==> config.mk <==
export PLATFORM = sky130hd
export DESIGN_NAME = spram_burst_reader
export DESIGN_NICKNAME = d
export VERILOG_FILES = /design/src/rtl/spram_burst_reader_pkg.sv /design/src/rtl/spram_burst_fifo.sv /design/src/rtl/spram_burst_reader.sv
export SDC_FILE = /design/constraint.sdc
export NUM_CORES = 1
export LEC_CHECK = 0
export ABC_AREA = 1
export ABC_CLOCK_PERIOD_IN_PS = 9800
export BUFFER_PORTS_ARGS = -buffer_cell sky130_fd_sc_hd__buf_4
export CAP_MARGIN = 20
export CORE_ASPECT_RATIO = 0.6
export CORE_UTILIZATION = 30
export CTS_BUF_LIST = sky130_fd_sc_hd__clkbuf_4 sky130_fd_sc_hd__clkbuf_8 sky130_fd_sc_hd__clkbuf_16
export CTS_CLUSTER_DIAMETER = 40
export DETAILED_ROUTE_END_ITERATION = 10
export GPL_TIMING_DRIVEN = 0
export PLACE_DENSITY_LB_ADDON = 0.05
export SYNTH_ARGS = -nofsm -noshare
export SYNTH_HDL_FRONTEND = slang
export SYNTH_SLANG_ARGS = --single-unit
==> constraint.sdc <==
create_clock -name clk -period 9.8 [get_ports clk]
set_clock_uncertainty 0.1 [all_clocks]
set_input_delay 1.96 -clock clk [delete_from_list [all_inputs] [get_ports clk]]
set_output_delay 1.96 -clock clk [all_outputs]
set_load 0.02 [all_outputs]
==> src/rtl/spram_burst_reader_pkg.sv <==
// Shared types and default widths for the SPRAM burst reader.
// Also used by spram_burst_reader.sv (optional feature macro: SPRAM_BURST_READER_LAST_EN).
package spram_burst_reader_pkg;

    localparam int AWIDTH_DEFAULT    = 11;
    localparam int DWIDTH_DEFAULT    = 40;
    localparam int NUM_WORDS_DEFAULT = 2048;

    typedef enum logic [1:0] {
        IDLE  = 2'd0,
        BURST = 2'd1,
        DRAIN = 2'd2
    } state_t;

endpackage

==> src/rtl/spram_burst_fifo.sv <==
// Small synchronous FIFO that buffers captured RAM words ahead of the downstream port.
// A push and a pop in the same cycle are both honoured, even when the FIFO is full.
module spram_burst_fifo #(
    parameter int WIDTH = 40,
    parameter int DEPTH = 2
) (
    input  logic                         clk,
    input  logic                         reset,
    input  logic                         push,
    input  logic [WIDTH-1:0]             wdata,
    input  logic                         pop,
    output logic [WIDTH-1:0]             rdata,
    output logic [$clog2(DEPTH+1)-1:0]   count,
    output logic                         full,
    output logic                         empty
);
    localparam int PW = $clog2(DEPTH);
    localparam int CW = $clog2(DEPTH + 1);

    logic [WIDTH-1:0] mem [DEPTH];
    logic [PW-1:0]    wr_ptr;
    logic [PW-1:0]    rd_ptr;
    logic             do_push;
    logic             do_pop;

    function automatic logic [PW-1:0] bump(input logic [PW-1:0] p);
        return (p == PW'(DEPTH - 1)) ? '0 : p + PW'(1);
    endfunction

    assign full    = (count == CW'(DEPTH));
    assign empty   = (count == '0);
    assign do_push = push && (!full || pop);
    assign do_pop  = pop && !empty;
    assign rdata   = mem[rd_ptr];

    always_ff @(posedge clk or posedge reset) begin
        if (reset) begin
            wr_ptr <= '0;
            rd_ptr <= '0;
            count  <= '0;
            for (int i = 0; i < DEPTH; i++) begin
                mem[i] <= '0;
            end
        end else begin
            if (do_push) begin
                mem[wr_ptr] <= wdata;
                wr_ptr      <= bump(wr_ptr);
            end
            if (do_pop) begin
                rd_ptr <= bump(rd_ptr);
            end
            case ({do_push, do_pop})
                2'b10:   count <= count + CW'(1);
                2'b01:   count <= count - CW'(1);
                default: count <= count;
            endcase
        end
    end

endmodule

==> src/rtl/spram_burst_reader.sv <==
// Burst read controller for an external single-port RAM with 1-cycle read latency.
// Optional macro SPRAM_BURST_READER_LAST_EN adds dout_last, flagging the final word of each burst.
//
// state | meaning
// IDLE  | waiting for a command; cmd_ready high
// BURST | issuing reads while FIFO plus in-flight word leaves room
// DRAIN | all reads issued; waiting for in-flight word and FIFO to empty
module spram_burst_reader
    import spram_burst_reader_pkg::*;
#(
    parameter int AWIDTH     = AWIDTH_DEFAULT,
    parameter int NUM_WORDS  = NUM_WORDS_DEFAULT,
    parameter int DWIDTH     = DWIDTH_DEFAULT,
    parameter int FIFO_DEPTH = 2
) (
    input  logic              clk,
    input  logic              reset,
    input  logic              cmd_valid,
    output logic              cmd_ready,
    input  logic [AWIDTH-1:0] cmd_addr,
    input  logic [AWIDTH:0]   cmd_len,
    output logic [AWIDTH-1:0] ram_address,
    output logic              ram_wren,
    output logic [DWIDTH-1:0] ram_data,
    input  logic [DWIDTH-1:0] ram_out,
    output logic              dout_valid,
    input  logic              dout_ready,
    output logic [DWIDTH-1:0] dout_data,
    output logic              busy,
    output logic              done
`ifdef SPRAM_BURST_READER_LAST_EN
    ,
    output logic              dout_last
`endif
);
    localparam int CNT_W = $clog2(FIFO_DEPTH + 1);
`ifdef SPRAM_BURST_READER_LAST_EN
    localparam int FW = DWIDTH + 1;
`else
    localparam int FW = DWIDTH;
`endif

    state_t            state;
    state_t            state_nxt;
    logic [AWIDTH-1:0] ptr;
    logic [AWIDTH:0]   rem;
    logic              inflight;
    logic              issue;
    logic              pop;
    logic              done_nxt;
    logic              last_issue;
    logic              credit_ok;
    logic              fifo_full;
    logic              fifo_empty;
    logic [CNT_W-1:0]  fifo_count;
    logic [CNT_W:0]    occupancy;
    logic [CNT_W:0]    credit_limit;
    logic [FW-1:0]     fifo_wdata;
    logic [FW-1:0]     fifo_rdata;

    // A word popped this cycle frees a slot for a read issued this cycle.
    assign occupancy    = {1'b0, fifo_count} + (CNT_W+1)'(inflight);
    assign credit_limit = (CNT_W+1)'(FIFO_DEPTH) + (CNT_W+1)'(pop);
    assign credit_ok    = !(fifo_full && !pop) && (occupancy < credit_limit);
    assign last_issue   = (rem == (AWIDTH+1)'(1));

    always_comb begin
        state_nxt = state;
        done_nxt  = 1'b0;
        cmd_ready = 1'b0;
        issue     = 1'b0;
        case (state)
            IDLE: begin
                cmd_ready = 1'b1;
                if (cmd_valid) begin
                    if (cmd_len == '0) begin
                        done_nxt = 1'b1;
                    end else begin
                        state_nxt = BURST;
                    end
                end
            end
            BURST: begin
                issue = credit_ok;
                if (credit_ok && last_issue) begin
                    state_nxt = DRAIN;
                end
            end
            DRAIN: begin
                if (!inflight && fifo_empty) begin
                    state_nxt = IDLE;
                    done_nxt  = 1'b1;
                end
            end
            default: state_nxt = IDLE;
        endcase
    end

    always_ff @(posedge clk or posedge reset) begin
        if (reset) begin
            state <= IDLE;
        end else begin
            state <= state_nxt;
        end
    end

    always_ff @(posedge clk or posedge reset) begin
        if (reset) begin
            ptr      <= '0;
            rem      <= '0;
            inflight <= 1'b0;
            done     <= 1'b0;
        end else begin
            inflight <= issue;
            done     <= done_nxt;
            if (cmd_ready && cmd_valid) begin
                ptr <= cmd_addr;
                rem <= cmd_len;
            end else if (issue) begin
                ptr <= (ptr == AWIDTH'(NUM_WORDS - 1)) ? '0 : ptr + AWIDTH'(1);
                rem <= rem - (AWIDTH+1)'(1);
            end
        end
    end

`ifdef SPRAM_BURST_READER_LAST_EN
    logic inflight_last;

    always_ff @(posedge clk or posedge reset) begin
        if (reset) begin
            inflight_last <= 1'b0;
        end else begin
            inflight_last <= issue && last_issue;
        end
    end

    assign fifo_wdata = {inflight_last, ram_out};
    assign dout_last  = fifo_rdata[DWIDTH];
`else
    assign fifo_wdata = ram_out;
`endif

    spram_burst_fifo #(
        .WIDTH (FW),
        .DEPTH (FIFO_DEPTH)
    ) u_fifo (
        .clk   (clk),
        .reset (reset),
        .push  (inflight),
        .wdata (fifo_wdata),
        .pop   (pop),
        .rdata (fifo_rdata),
        .count (fifo_count),
        .full  (fifo_full),
        .empty (fifo_empty)
    );

    assign pop         = dout_valid && dout_ready;
    assign dout_valid  = !fifo_empty;
    assign dout_data   = fifo_rdata[DWIDTH-1:0];
    assign ram_address = ptr;
    assign ram_wren    = 1'b0;
    assign ram_data    = '0;
    assign busy        = (state != IDLE);

endmodule

==> impl_results.md <==
* Outcome: complete, no violations
* Number of global-route vias before repair at 4727
* Final period util at 40.41%
* Startpoint Class: register
* Cells after Synth at 789
* Crit Path Category: reg -> out
* Largest net degree at the start of global routing at 92
* Slew Limit Fails at 0
* Post-layout min period at 3.960 ns
* Top cell type's share of synthesized area at 45.81%
* XOR/XNOR share of the synthesized area at 0.8667%
* Setup WS pre-CTS at 6.177 ns
* Initial antenna violation count at 0
* CTS clk-pin slew, worst paths at 0.07 ns
* Post-route ant nets at 0
* H-Tree Depth at 3
* FFs w/ async S/R, synth at 100.0%
* Max_slew headroom at 59.71%
* Leakage power at 4.229 nW
* Vias after detailed routing at 5226
* Worst-skew pair later-pin latency at 0.36 ns
* Vias per cell at 4.238
* Share of cells above drive strength 1 at 25.44%
* Non-filler instance count after layout at 1233
* Most common cell in the synthesized netlist: nand2_1
* Hold Path Class: reg -> reg
* Critical path arrival at 1.90 ns
* Mapped Area at 0.006063 mm^2
* 1st-pass router iterations at 5
* Initial core utilization at 31.22%
* Post-layout net count at 1035
* Number of enable flip-flop cells after synthesis at 0
* Setup-failing EPs final at 0
* DR iter-0 viols at 351
* Antenna Cells at 0
* Max-Cap Viols at 0
* Sink Count at 111
* Synth top area cells: dfrtp_1 46%, nand2_1 19%, o21ai_2 5.8%, buf_4 5.1%, inv_1 4.6%
* Overall Power at 2.625 mW
* Congestion Overflow GR at 0
* CTS tree: yes
* Commonest cells post-synth: 309 x nand2_1, 111 x dfrtp_1, 75 x inv_1
* Final hold viol count at 0
* Core Footprint at 0.01942 mm^2
* Die H at 112.1 um
* Post-Synth Simple-Gate Area at 27.30%
* Die W at 185.5 um
* Synth Area in Compound Gates at 11.41%
* Register area share after synthesis at 45.81%
* Inst Count DP at 1217
* Setup Fix Bufs, Post-CTS at 0
* Required time worst endpoint at 7.74 ns
* Mux share of post-synthesis cell area at 0%
* Deepest clock path buffer count at 2
* Post-Synthesis Mean Instance Area at 7.685 um^2
* Synth Flop Type: dfrtp_1
* Dpl hpwl at 12370 um
* Slew @ Worst Pin at 0.6044 ns
* IO Port Bufs at 121
* Unrepaired setup endpoints after global routing: false
* Slowest stage delay, CP at 0.52 ns
* Final WS setup at 5.840 ns
* Detailed-route DRC error count at 0
* Worst path cell trace: clkbuf_1, clkbuf_1, nand2_1, nand2_1, buf_4
* CP max-delay cell: clkbuf_1
* Routed len/inst at 13.41 um
* Main combinational cell family by area after synthesis: simple AND/OR/NAND/NOR gates
* CTS Root Buffer Type: clkbuf_16
* Boundary Pins at 163
* PostCTS Resize Cnt at 0
* Die ar. at 0.02080 mm^2
* VDD IR max at 0.1011 mV
* Tot GR Track Use at 16.35%
* Post-Synth Adder-Cell Area at 1.238%
* Yosys cell types at 32
* PD cells at 337.4 mW/mm^2
* Hold Buf Count CTS at 0
* Setup tns final at 0 ns
* Cts bufs inserted at 9
* #FFs+latches synth at 111
* Area grow syn2layout at 28.33%
* Global-route wire length before repair at 26190 um
* Yosys top cell by area: dfrtp_1
* Synth warn at 0
* Routed WL at 16530 um
* FP Rows at 39
* Max Fclk at 252.5 MHz
* Routability cong. at 0.7969
* Crit. End Element: output port
* CP max FO at 10
## layer usage
| metal | global-route usage [%] | vias up | part of all wire, % |
|---|---|---|---|
| met5 | 0 | - | 0 |
| met4 | 3.115 | 0 | 0.70 |
| met3 | 3.050 | 10 | 5.4 |
| met2 | 20.77 | 144 | 38 |
| met1 | 27.51 | 2343 | 56 |
| li1 | - | 2729 | - |
## cells by family after synthesis
group	Yosys count
compound gates	107
buf+inv	151
xor+xnor	6
fa+ha+maj	6
other cells	1
simple gates	407
flops	111
## flip-flops by register name, indices dropped and copies added (netlist names)
register,count
inflight,1
u_fifo.count,2
ram_address,11
state,2
rem,12
u_fifo.mem,80
done,1
u_fifo.rd_ptr,1
u_fifo.wr_ptr,1
## stage by stage
stage	util [%]	area, um^2	hold slack [ns]
final	40.07	7781	0.3851
after CTS	40.07	7781	0.3877
after global placement	38.38	7455	0.3679
after detailed placement	38.55	7487	0.3684
after global routing	40.07	7781	0.3995
after floorplan	-	6213	0.3529
## area by class of cell
type	count	area, um^2
Buffer	73	514.2
Sequential cell	111	2778
Multi-Input combinational cell	567	2629
Clock buffer	11	246.5
Timing Repair Buffer	122	935.9
Tap cell	266	332.8
Clock inverter	5	47.55
Inverter	78	297.8
Fill cell	2027	11640
## worst paths after layout
| path | start | slack [ns] | endpoint | depth (start not counted) |
|---|---|---|---|---|
| worst max register to register | u_fifo.count[0]$_DFFE_PP0P_ | 7.93 | rem[5]$_DFFE_PP0P_ | 10 |
| max in group asynchronous | reset | 7.43 | u_fifo.mem[52]$_DFFE_PP0P_ | 3 |
| worst min register to register | u_fifo.mem[45]$_DFFE_PP0P_ | 0.39 | u_fifo.mem[45]$_DFFE_PP0P_ | 2 |
| min in group asynchronous | reset | 1.44 | done$_DFF_PP0_ | 2 |
| worst max-delay path | u_fifo.rd_ptr$_DFFE_PP0P_ | 5.84 | dout_data[4] | 5 |
| worst min-delay path | u_fifo.mem[45]$_DFFE_PP0P_ | 0.39 | u_fifo.mem[45]$_DFFE_PP0P_ | 2 |
## power breakdown
group / switching [mW] / internal (mW) / leakage (nW)
clock network: 0.182 / 0.188 / 0.144
registers: 0.144 / 0.675 / 1.38
logic: 0.897 / 0.540 / 2.70
total: 1.22 / 1.40 / 4.23
## critical path: cells and delay by family, from the launching register on
kind	cells	cell delay, ns
flops	1	0.33
buf+inv	3	0.94
simple gates	2	0.28
## layout by cell type, fill, tap and decap left out, drive strengths merged, types with 2 or more instances in the layout
| master | synthesis | final |
|---|---|---|
| ha | 6 | 6 |
| xor2 | 5 | 5 |
| or2 | 2 | 2 |
| nand3b | 2 | 2 |
| nand4 | 3 | 3 |
| nand3 | 45 | 45 |
| inv | 78 | 82 |
| buf | 55 | 177 |
| conb | 1 | 41 |
| nor3 | 3 | 3 |
| o21ai | 100 | 100 |
| dfrtp | 111 | 111 |
| o21bai | 2 | 2 |
| clkbuf | 18 | 29 |
| a21oi | 4 | 4 |
| nor2 | 36 | 36 |
| nand2 | 314 | 314 |
(Power assumes the default switching activity.)
